File: config.mk
export PLATFORM = sky130hd
export DESIGN_NAME = nrzi_rx_decoder
export DESIGN_NICKNAME = d
export VERILOG_FILES = /design/src/rtl/nrzi_rx_decoder.sv
export SDC_FILE = /design/constraint.sdc
export NUM_CORES = 1
export LEC_CHECK = 0
export BUFFER_PORTS_ARGS = -buffer_cell sky130_fd_sc_hd__buf_4
export CORE_MARGIN = 3
export CORE_UTILIZATION = 50
export CTS_CLUSTER_DIAMETER = 80
export DETAILED_ROUTE_END_ITERATION = 6
export PLACE_DENSITY = 0.79
export SETUP_SLACK_MARGIN = 0.1
export SYNTH_ARGS = -nofsm -noshare
export SYNTH_HDL_FRONTEND = slang
export SYNTH_SLANG_ARGS = --single-unit
File: constraint.sdc
create_clock -name clk -period 3.2 [get_ports clk]
set_input_delay 0.32 -clock clk [delete_from_list [all_inputs] [get_ports clk]]
set_output_delay 0.32 -clock clk [all_outputs]
set_load 0.05 [all_outputs]
File: src/rtl/nrzi_rx_decoder.sv
// NRZI receive decoder with bit-unstuffing and word assembly.
// Line transitions decode to 0 and held levels decode to 1. After STUFF_LEN
// consecutive decoded 1s, the next sample is a stuff bit and is dropped.
module nrzi_rx_decoder #(
  parameter int       WIDTH      = 8,
  parameter int       STUFF_LEN  = 6,
  parameter bit       IDLE_LEVEL = 1'b1
) (
  input  logic                     clk,
  input  logic                     n_rst,
  input  logic                     shift_en,
  input  logic                     d_in,
  input  logic                     clear,
  output logic [WIDTH-1:0]         data_out,
  output logic                     data_valid,
  output logic                     bit_out,
  output logic                     bit_valid,
  output logic                     stuff_err,
  output logic [$clog2(WIDTH):0]   bit_cnt
);

  localparam int CW = $clog2(WIDTH) + 1;

  typedef enum logic {RUN, STUFF} state_t;

  state_t             state_q;
  logic               prevLevel_q;
  logic [3:0]         ones_q;
  logic [CW-1:0]      bitCnt_q;
  logic [WIDTH-1:0]   shift_q;
  logic [WIDTH-1:0]   dataOut_q;
  logic               dataValid_q;
  logic               bitOut_q;
  logic               bitValid_q;
  logic               stuffErr_q;

  logic               decBit_d;
  logic [WIDTH-1:0]   shift_d;
  logic               wordDone_d;
  logic               stuffHit_d;

  // Decode the current sample and precompute the shifted word and stuff trigger.
  always_comb begin
    decBit_d   = (d_in == prevLevel_q);
    shift_d    = {decBit_d, shift_q[WIDTH-1:1]};
    wordDone_d = (bitCnt_q == CW'(WIDTH - 1));
    stuffHit_d = decBit_d && ((ones_q + 4'd1) == 4'(STUFF_LEN));
  end

  // Decoder FSM: pulses default low; clear beats a sample; idle cycles hold state.
  always_ff @(posedge clk or negedge n_rst) begin
    if (!n_rst) begin
      state_q     <= RUN;
      prevLevel_q <= IDLE_LEVEL;
      ones_q      <= '0;
      bitCnt_q    <= '0;
      shift_q     <= '0;
      dataOut_q   <= '0;
      dataValid_q <= 1'b0;
      bitOut_q    <= 1'b0;
      bitValid_q  <= 1'b0;
      stuffErr_q  <= 1'b0;
    end else begin
      dataValid_q <= 1'b0;
      bitValid_q  <= 1'b0;
      stuffErr_q  <= 1'b0;
      if (clear) begin
        state_q     <= RUN;
        prevLevel_q <= IDLE_LEVEL;
        ones_q      <= '0;
        bitCnt_q    <= '0;
        shift_q     <= '0;
      end else if (shift_en) begin
        prevLevel_q <= d_in;
        case (state_q)
          RUN: begin
            bitOut_q   <= decBit_d;
            bitValid_q <= 1'b1;
            if (wordDone_d) begin
              dataOut_q   <= shift_d;
              dataValid_q <= 1'b1;
              bitCnt_q    <= '0;
              shift_q     <= '0;
            end else begin
              shift_q  <= shift_d;
              bitCnt_q <= bitCnt_q + CW'(1);
            end
            if (!decBit_d) begin
              ones_q <= '0;
            end else if (stuffHit_d) begin
              ones_q  <= '0;
              state_q <= STUFF;
            end else begin
              ones_q <= ones_q + 4'd1;
            end
          end
          STUFF: begin
            state_q    <= RUN;
            ones_q     <= '0;
            stuffErr_q <= decBit_d;
          end
          default: begin
            state_q <= RUN;
          end
        endcase
      end
    end
  end

  assign data_out   = dataOut_q;
  assign data_valid = dataValid_q;
  assign bit_out    = bitOut_q;
  assign bit_valid  = bitValid_q;
  assign stuff_err  = stuffErr_q;
  assign bit_cnt    = bitCnt_q;

endmodule

==> flow_metrics.env, run 1 <==
export IMPL_cp_cell_sequence="ha_1 > nand3b_1 > and2_1 > a21o_1 > a22o_1"
export IMPL_die_w_um=55.3
export IMPL_pre_cts_ws_ps=1640
export IMPL_clock_sinks=29
export IMPL_clockBufferDepth=2
export IMPL_synth_cells_most_frequent="dfrtp_1, a22o_1, nand2_1, mux2_1, nor2_1"
export IMPL_first_iter_violations=17
export IMPL_clock_skew_ps=5.21
export IMPL_h_tree_depth=2
export IMPL_syn_to_final_growth_pct=19.1
export IMPL_dieHeight_um=55.3
export IMPL_path_buf_inv=0
export IMPL_worstPathArrival_ps=1760
export IMPL_synth_area_leaders="dfrtp_1, mux2_1, a22o_1, ha_1, nand2_1"
export IMPL_final_fill_count=182
export IMPL_synth_seq_cells=29
export IMPL_tightest_slew_ps=590
export IMPL_hold_viol_final=0
export IMPL_crit_fanout=10
export IMPL_via_per_inst=5.34
export IMPL_core_mm2=0.00225
export IMPL_relSlewSlack_pct=60.5
export IMPL_clk_pin_slew_worst_paths_ps=80
export IMPL_yosysUniqueCellTypes=30
export IMPL_period_minus_slack_ps=1550
export IMPL_worstHoldStart="clear"
export IMPL_remaining_drc_errors=0
export IMPL_avgSynthCellArea_um2=13.2
export IMPL_crit_start="bit_cnt[1]"
export IMPL_drtPass1Iterations=4
export IMPL_max_freq_mhz=647
export IMPL_grt_pass1_wl_um=3760
export IMPL_drv_slew=0
export IMPL_path_delay_family="simple AND/OR/NAND/NOR gates"
export IMPL_gp_congestion=0.808
export IMPL_regArea_um2=727
export IMPL_clk_latency_ps=320
export IMPL_tritoncts="yes"
export IMPL_io_pins=21
export IMPL_finalNetCount=127
export IMPL_hpwl_um=1480
export IMPL_synthArstFlopShare_pct=100
export IMPL_vias=790
export IMPL_max_cap_violations=0
export IMPL_post_route_cell_area_mm2=0.00145
export IMPL_cp_end_kind="flip-flop"
export IMPL_slowest_delay_ps=410
export IMPL_row_count=17
export IMPL_p_per_area_mw_per_mm2=454
export IMPL_grt_setup_unrepaired="no"
export IMPL_post_synth_top_area_fraction_pct=57.6
export IMPL_layout_setup_ws_ps=1650
export IMPL_syn_inst=92
export IMPL_path_class="flip-flop to flip-flop"
export IMPL_placed_area_mm2=0.00139
export IMPL_initial_core_util_pct=53.9
export IMPL_synth_edf_count=0
export IMPL_cpMaxStageDelayCell="dfrtp_1"
export IMPL_drtAntennaViolNets=0
export IMPL_antennaDiodeCount=0
export IMPL_cts_resized=0
export IMPL_synth_fp_nets=100
export IMPL_status="complete, no violations"
export IMPL_die_area_mm2=0.00306
export IMPL_drive_above_1_share_pct=26.7
export IMPL_synth_warnings=0
export IMPL_required_ps=3410
export IMPL_r2r_start="bit_cnt[1]"
export IMPL_drt_total_wl_um=2060
export IMPL_antenna_found_initial=0
export IMPL_synth_flop_cell="dfrtp_1"
export IMPL_yosysMostFrequentCell="dfrtp_1"
export IMPL_cts_root_buf="clkbuf_4"
export IMPL_finalSetupViolCount=0
export IMPL_finalCritPeriodShare_pct=48.3
export IMPL_grt_max_degree=30
export IMPL_max_vdd_ir_drop_uv=323
export IMPL_synth_seq_area_share_pct=59.8
export IMPL_gr_usage_all_layers_pct=15.9
export IMPL_cts_made_buffers=5
export IMPL_post_cts_setup_buffers=0
export IMPL_cp_start_kind="flip-flop"
export IMPL_port_buffers=20
export IMPL_syn_area_mm2=0.00122
export IMPL_tns_ps=0
export IMPL_grt_overflow=0
export IMPL_hp_class="input port to flip-flop"
export IMPL_yosysTopAreaCell="dfrtp_1"
export IMPL_grt_pass1_vias=823
export IMPL_multi_input_area_um2=467
export IMPL_wl_per_cell_um=13.9
export IMPL_p_leak_nw=0.755
==> worst reg2reg max path, stage by stage, from the launching register on <==
cell,delay [ps]
dfrtp_1,410
ha_1,190
nand3b_1,130
and2_1,290
a21o_1,190
a22o_1,220
==> cell type report <==
class | count | area share [%]
tap | 28 | 2.42
sequential | 29 | 50.2
clock buffer | 8 | 3.37
timing repair buffer | 21 | 11.1
inverter | 3 | 0.777
multi-input combinational | 59 | 32.2
==> timing repair <==
| item | 4_1_cts | 5_1_grt |
|---|---|---|
| setup endpoints to repair | 0 | 0 |
| hold buffers | 1 | 0 |
| hold endpoints to repair | 28 | 0 |
==> per-stage QoR <==
| stage | utilization (%) | hold WS [ps] | power, mW | instances |
|---|---|---|---|---|
| 6_report | 64.3 | 198 | 0.658 | 148 |
| 5_1_grt | 64.3 | 195 | 0.695 | 148 |
| 4_1_cts | 64.3 | 183 | 0.667 | 148 |
| 3_5_place_dp | 61.7 | 257 | 0.461 | 139 |
| 3_3_place_gp | 61.7 | 256 | 0.460 | 139 |
| 2_1_floorplan | - | 24.4 | 0.434 | 92 |
==> worst paths after layout <==
path / endpoint / slack [ps] / depth (start not counted)
max: bit_cnt[3] / 1650 / 5
min: bit_cnt[2] / 200 / 2
max reg2reg: bit_cnt[3] / 1650 / 5
min reg2reg: data_out[3] / 490 / 1
max in group asynchronous: prevLevel_q / 2450 / 2
min in group asynchronous: data_out[5] / 440 / 2
==> layer usage <==
metal	global-route usage (%)	wire, um	vias up
li1	-	-	385
met1	19.5	955	378
met2	23.8	930	22
met3	5.37	124	5
met4	10.4	51	0
met5	0	0	-
==> registers in the layout, indices dropped and copies added, names as in the netlist <==
register / count
stuff_err: 1
data_valid: 1
state_q: 1
bit_valid: 1
bit_cnt: 4
ones_q: 4
bit_out: 1
prevLevel_q: 1
data_out: 8
shift_q: 7
==> kinds of logic (layout without fill, tap and decap cells) <==
kind of cell / after synthesis / count (layout) / share of synthesized area [%]
compound gates: 18 / 18 / 12.1
flops: 29 / 29 / 59.8
xor+xnor: 4 / 4 / 2.88
mux: 9 / 9 / 8.33
simple gates: 25 / 25 / 11.9
fa+ha+maj: 3 / 3 / 3.09
buf+inv: 4 / 32 / 1.85
==> power by group <==
group / switching [mW] / internal (mW) / total, mW
Clock: 0.117 / 0.0874 / 0.204
Sequential: 0.00845 / 0.376 / 0.385
Combinational: 0.0462 / 0.0233 / 0.0695
Total: 0.171 / 0.487 / 0.658
==> cell usage in the layout, fill, tap and decap left out <==
cell type and n:
dfrtp_1 28, buf_4 20, a22o_1 9, nand2_1 9
mux2_1 8, clkbuf_4 5, nor2_1 4, xor2_1 3
ha_1 3, clkbuf_1 3, inv_1 2, nand3_1 2
a21o_1 2, nor3b_1 2, o21ai_1 2, xnor2_1 1
and4b_1 1, and2b_4 1, nand2b_4 1, inv_2 1
nand3b_1 1, nor2_4 1, and2_1 1, nand2b_1 1
a221oi_1 1, a41o_1 1, o31ai_1 1, nor2b_1 1
a211o_1 1, a31o_2 1, mux2_2 1, dlygate4sd3_1 1
dfstp_2 1
Note: power is estimated with default switching activity, not from simulation.
==> run 2, diff against run 1 <==
Settings changed: CORE_UTILIZATION 50 to 48, PLACE_DENSITY 0.79 to 0.8.
Clock period 3.2 ns to 1.4 ns, I/O delays scaled along.
==> flow_metrics.env, run 2 (synthesis results as in run 1) <==
export IMPL_status="complete, but fails checks"
export IMPL_violations="negative setup slack"
export IMPL_period_minus_slack_ps=1410
export IMPL_drive_above_1_share_pct=53.7
export IMPL_cts_made_buffers=5
export IMPL_drtPass1Iterations=4
export IMPL_layout_setup_ws_ps=-8.40
export IMPL_crit_fanout=9
export IMPL_initial_core_util_pct=52.9
export IMPL_max_freq_mhz=710
export IMPL_relSlewSlack_pct=76.0
export IMPL_mostFrequentLayoutCell="buf_4"
export IMPL_grt_overflow=0
export IMPL_cp_start_kind="flip-flop"
export IMPL_hp_class="input port to flip-flop"
export IMPL_finalSetupViolCount=8
export IMPL_vias=860
export IMPL_drtAntennaViolNets=0
export IMPL_grt_pass1_vias=894
export IMPL_grt_pass1_wl_um=4110
export IMPL_p_per_area_mw_per_mm2=941
export IMPL_clk_pin_slew_worst_paths_ps=80
export IMPL_hold_viol_final=0
export IMPL_cp_end_kind="flip-flop"
export IMPL_wl_per_cell_um=15.7
export IMPL_h_tree_depth=2
export IMPL_placed_area_mm2=0.00151
export IMPL_power_mw=1.60
export IMPL_largest_reg_flops=8
export IMPL_finalCritPeriodShare_pct=101
export IMPL_hpwl_um=1770
export IMPL_gp_congestion=0.714
export IMPL_dieHeight_um=56.3
export IMPL_finalNetCount=141
export IMPL_grt_setup_unrepaired="yes"
export IMPL_tritoncts="yes"
export IMPL_drv_slew=0
export IMPL_path_class="flip-flop to flip-flop"
export IMPL_drt_total_wl_um=2540
export IMPL_gr_usage_all_layers_pct=17.3
export IMPL_row_count=17
export IMPL_clock_sinks=29
export IMPL_port_buffers=20
export IMPL_clk_latency_ps=310
export IMPL_p_leak_nw=0.837
export IMPL_antennaDiodeCount=0
export IMPL_core_mm2=0.00230
export IMPL_max_vdd_ir_drop_uv=830
export IMPL_via_per_inst=5.31
export IMPL_clockBufferDepth=2
export IMPL_remaining_drc_errors=0
export IMPL_syn_to_final_growth_pct=40.2
export IMPL_final_cell_mix="buf_4, dfrtp_1, a22o_1"
export IMPL_clock_skew_ps=6.56
export IMPL_die_w_um=56.3
export IMPL_worstPathArrival_ps=1600
export IMPL_post_route_cell_area_mm2=0.00171
export IMPL_die_area_mm2=0.00317
export IMPL_antenna_found_initial=0
export IMPL_required_ps=1600
export IMPL_tns_ps=-30.8
export IMPL_cts_root_buf="clkbuf_4"
export IMPL_grt_max_degree=30
export IMPL_first_iter_violations=14
export IMPL_max_cap_violations=0
export IMPL_io_pins=21
export IMPL_tightest_slew_ps=357
## run 2: cell count changes in the layout (fill, tap and decap cells not counted), moves of 2 or more
| cell | previous run | this run |
|---|---|---|
| buf_6 | 0 | 2 |
| mux2_4 | 0 | 8 |
| buf_4 | 20 | 31 |
| dfrtp_1 | 28 | 22 |
| mux2_1 | 8 | 0 |
| dfrtp_2 | 0 | 6 |
| ha_1 | 3 | 0 |
| ha_4 | 0 | 3 |
## run 2: worst max-delay path: stages (launching register included)
cell and delay, ps:
dfrtp_1 400, and2b_4 280, nand2b_4 80, nor2_4 100
buf_12 140, mux2_4 300
## run 2: power breakdown
part           internal [mW]  leakage, nW  switching (mW)
logic                 0.0913        0.419           0.125
registers              0.861        0.386          0.0216
clock network          0.248       0.0326           0.258
## run 2: what timing repair did
item                                    in CTS  in global routing
pin swaps                                    2                  9
hold buffers                                 1                  0
endpoints found under the setup margin      21                 22
buffers inserted                             2                  2
hold endpoints to repair                    28                  0
resized for setup                            7                 11
## run 2: metrics by stage
step	util (%)	worst slack [ps]	hold WS [ps]	std cells
detailed placement	65.9	-122	77.6	149
floorplan	-	-204	-156	92
finish	74.2	-8.40	34.8	162
CTS	71.5	-5.52	15.5	160
global route	74.2	-58.7	12.3	162
global placement	65.9	-62.9	75.2	149
## run 2: routing by layer
metal	share of wire (%)	global-route usage (%)
met5	0	0
met4	2.0	6.78
met3	4.5	7.13
met2	51	29.4
met1	42	19.2
## run 2: worst paths after layout
check	from	end	slack (ps)	depth (start not counted)
hold reg to reg	bit_out	bit_out	490	2
setup / recovery	state_q	data_out[7]	-8	5
min in group asynchronous	n_rst	bit_valid	290	2
hold / removal	clear	bit_cnt[2]	30	2
max in group asynchronous	n_rst	prevLevel_q	800	2
setup reg to reg	state_q	data_out[7]	-8	5
## run 2: layout make-up
cell class	count	area [um^2]
Sequential cell	29	734
Tap cell	28	35.0
Inverter	3	13.8
Timing Repair Buffer	35	285
Fill cell	147	592
Clock buffer	8	58.8
Multi-Input combinational cell	59	578
==> run 3, diff against run 2 <==
Settings changed: CORE_UTILIZATION 48 to 50, CTS_BUF_LIST from default to sky130_fd_sc_hd__clkbuf_4 sky130_fd_sc_hd__clkbuf_8, PLACE_DENSITY 0.8 to 0.82.
==> flow_metrics.env, run 3 (synthesis results as in run 1) <==
export IMPL_reg2reg_slack_ps=0.8
export IMPL_grt_setup_unrepaired="yes"
export IMPL_via_per_inst=5.29
export IMPL_whs_ps=14.1
export IMPL_r2r_end="data_out[3]"
export IMPL_cts_root_buf="clkbuf_4"
export IMPL_cpMaxStageDelayCell="dfrtp_1"
export IMPL_path_class="flip-flop to flip-flop"
export IMPL_dieHeight_um=55.3
export IMPL_cp_cell_sequence="and2b_4 > nand2b_4 > nor2_4 > buf_12 > mux2_4"
export IMPL_status="complete, no violations"
export IMPL_clock_skew_ps=2.88
export IMPL_placed_area_mm2=0.00152
export IMPL_remaining_drc_errors=0
export IMPL_core_mm2=0.00225
export IMPL_wl_per_cell_um=15.5
export IMPL_rr_worst_depth=5
export IMPL_die_w_um=55.3
export IMPL_hold_viol_final=0
export IMPL_p_leak_nw=0.848
export IMPL_drt_total_wl_um=2540
export IMPL_mostFrequentLayoutCell="buf_4"
export IMPL_antennaDiodeCount=0
export IMPL_finalNetCount=143
export IMPL_pre_cts_ws_ps=-40.6
export IMPL_min_path_cells=2
export IMPL_finalCritPeriodShare_pct=99.9
export IMPL_period_minus_slack_ps=1400
export IMPL_syn_to_final_growth_pct=42.5
export IMPL_largest_reg_flops=8
export IMPL_final_cell_mix="buf_4, dfrtp_1, a22o_1"
export IMPL_first_iter_violations=13
export IMPL_hpwl_um=1690
export IMPL_clk_pin_slew_worst_paths_ps=90
export IMPL_grt_pass1_vias=914
export IMPL_cp_start_kind="flip-flop"
export IMPL_drtPass1Iterations=4
export IMPL_die_area_mm2=0.00306
export IMPL_worstPathArrival_ps=1620
export IMPL_r2r_start="state_q"
export IMPL_antenna_found_initial=0
export IMPL_row_count=17
export IMPL_crit_fanout=7
export IMPL_layout_setup_ws_ps=0.827
export IMPL_port_buffers=20
export IMPL_required_ps=1620
export IMPL_io_pins=21
export IMPL_cts_made_buffers=5
export IMPL_max_cap_violations=0
export IMPL_vias=868
export IMPL_drv_slew=0
export IMPL_post_route_cell_area_mm2=0.00173
export IMPL_max_freq_mhz=715
export IMPL_tightest_slew_ps=357
export IMPL_grt_max_degree=30
export IMPL_gp_congestion=0.747
export IMPL_cp_end_kind="flip-flop"
export IMPL_worstHoldStart="clear"
export IMPL_p_per_area_mw_per_mm2=966
export IMPL_relSlewSlack_pct=76.2
export IMPL_h_tree_depth=2
export IMPL_gr_usage_all_layers_pct=18.5
export IMPL_max_vdd_ir_drop_uv=818
export IMPL_initial_core_util_pct=53.9
export IMPL_power_mw=1.67
export IMPL_hp_class="input port to flip-flop"
export IMPL_finalSetupViolCount=0
export IMPL_clk_latency_ps=330
export IMPL_clockBufferDepth=2
export IMPL_drtAntennaViolNets=0
export IMPL_tritoncts="yes"
export IMPL_min_to="bit_cnt[2]"
export IMPL_drive_above_1_share_pct=56.6
export IMPL_clock_sinks=29
export IMPL_grt_pass1_wl_um=4260
export IMPL_grt_overflow=0
export IMPL_slowest_delay_ps=390
[run 3: cell count changes in the layout (fill, tap and decap cells not counted), sizes merged]
cell	before	now
clkbuf	8	7
clkinv	0	1
buf	34	36
[run 3: layout make-up]
class                      count  area, um^2
tap                           28        35.0
sequential                    29         734
timing repair buffer          37         300
inverter                       3        11.3
clock inverter                 1        5.00
clock buffer                   7        65.1
multi-input combinational     59         582
fill                         133         522
[run 3: report_power, final]
group	switching (mW)	internal, mW
registers	0.0214	0.862
logic	0.122	0.0905
clock network	0.289	0.291
[run 3: per-stage QoR]
step           utilization [%]  setup TNS (ps)  cells
2_1_floorplan                -           -1670     92
3_3_place_gp              67.4               0    148
3_5_place_dp              67.4            -110    148
4_1_cts                   73.4           -47.3    162
5_1_grt                   76.9            -237    164
6_report                  76.9               0    164
[run 3: worst max-delay path, delay by kind of cell, from the launching register on]
family	cells	cell delay (ps)
muxes	1	290
and+or+nand+nor	3	470
buffers and inverters	1	140
DFF	1	390
[run 3: how the worst max path moves through the flow]
stage / end / slack, ps / cells after the start / startpoint
2_1_floorplan: bit_cnt[3] / -200 / 6 / bit_cnt[1]
3_3_place_gp: data_out[0] / 20 / 5 / state_q
3_5_place_dp: data_out[0] / -40 / 5 / state_q
4_1_cts: data_out[3] / -10 / 5 / state_q
5_1_grt: data_out[7] / -40 / 5 / state_q
6_report: data_out[3] / 0.8 / 5 / state_q
[run 3: per-layer routing]
metal / up-vias / routed length (um) / global-route usage (%)
li1: 414 / - / -
met1: 422 / 1070 / 21.0
met2: 24 / 1290 / 30.4
met3: 8 / 123 / 5.61
met4: 0 / 59 / 10.8
met5: - / 0 / 0
[run 3: what timing repair did]
item	4_1_cts	5_1_grt
hold buffers	1	0
endpoints found under the hold margin	28	0
pin swaps	2	4
resized for setup	4	13
endpoints found under the setup margin	20	20
setup buffers	5	2
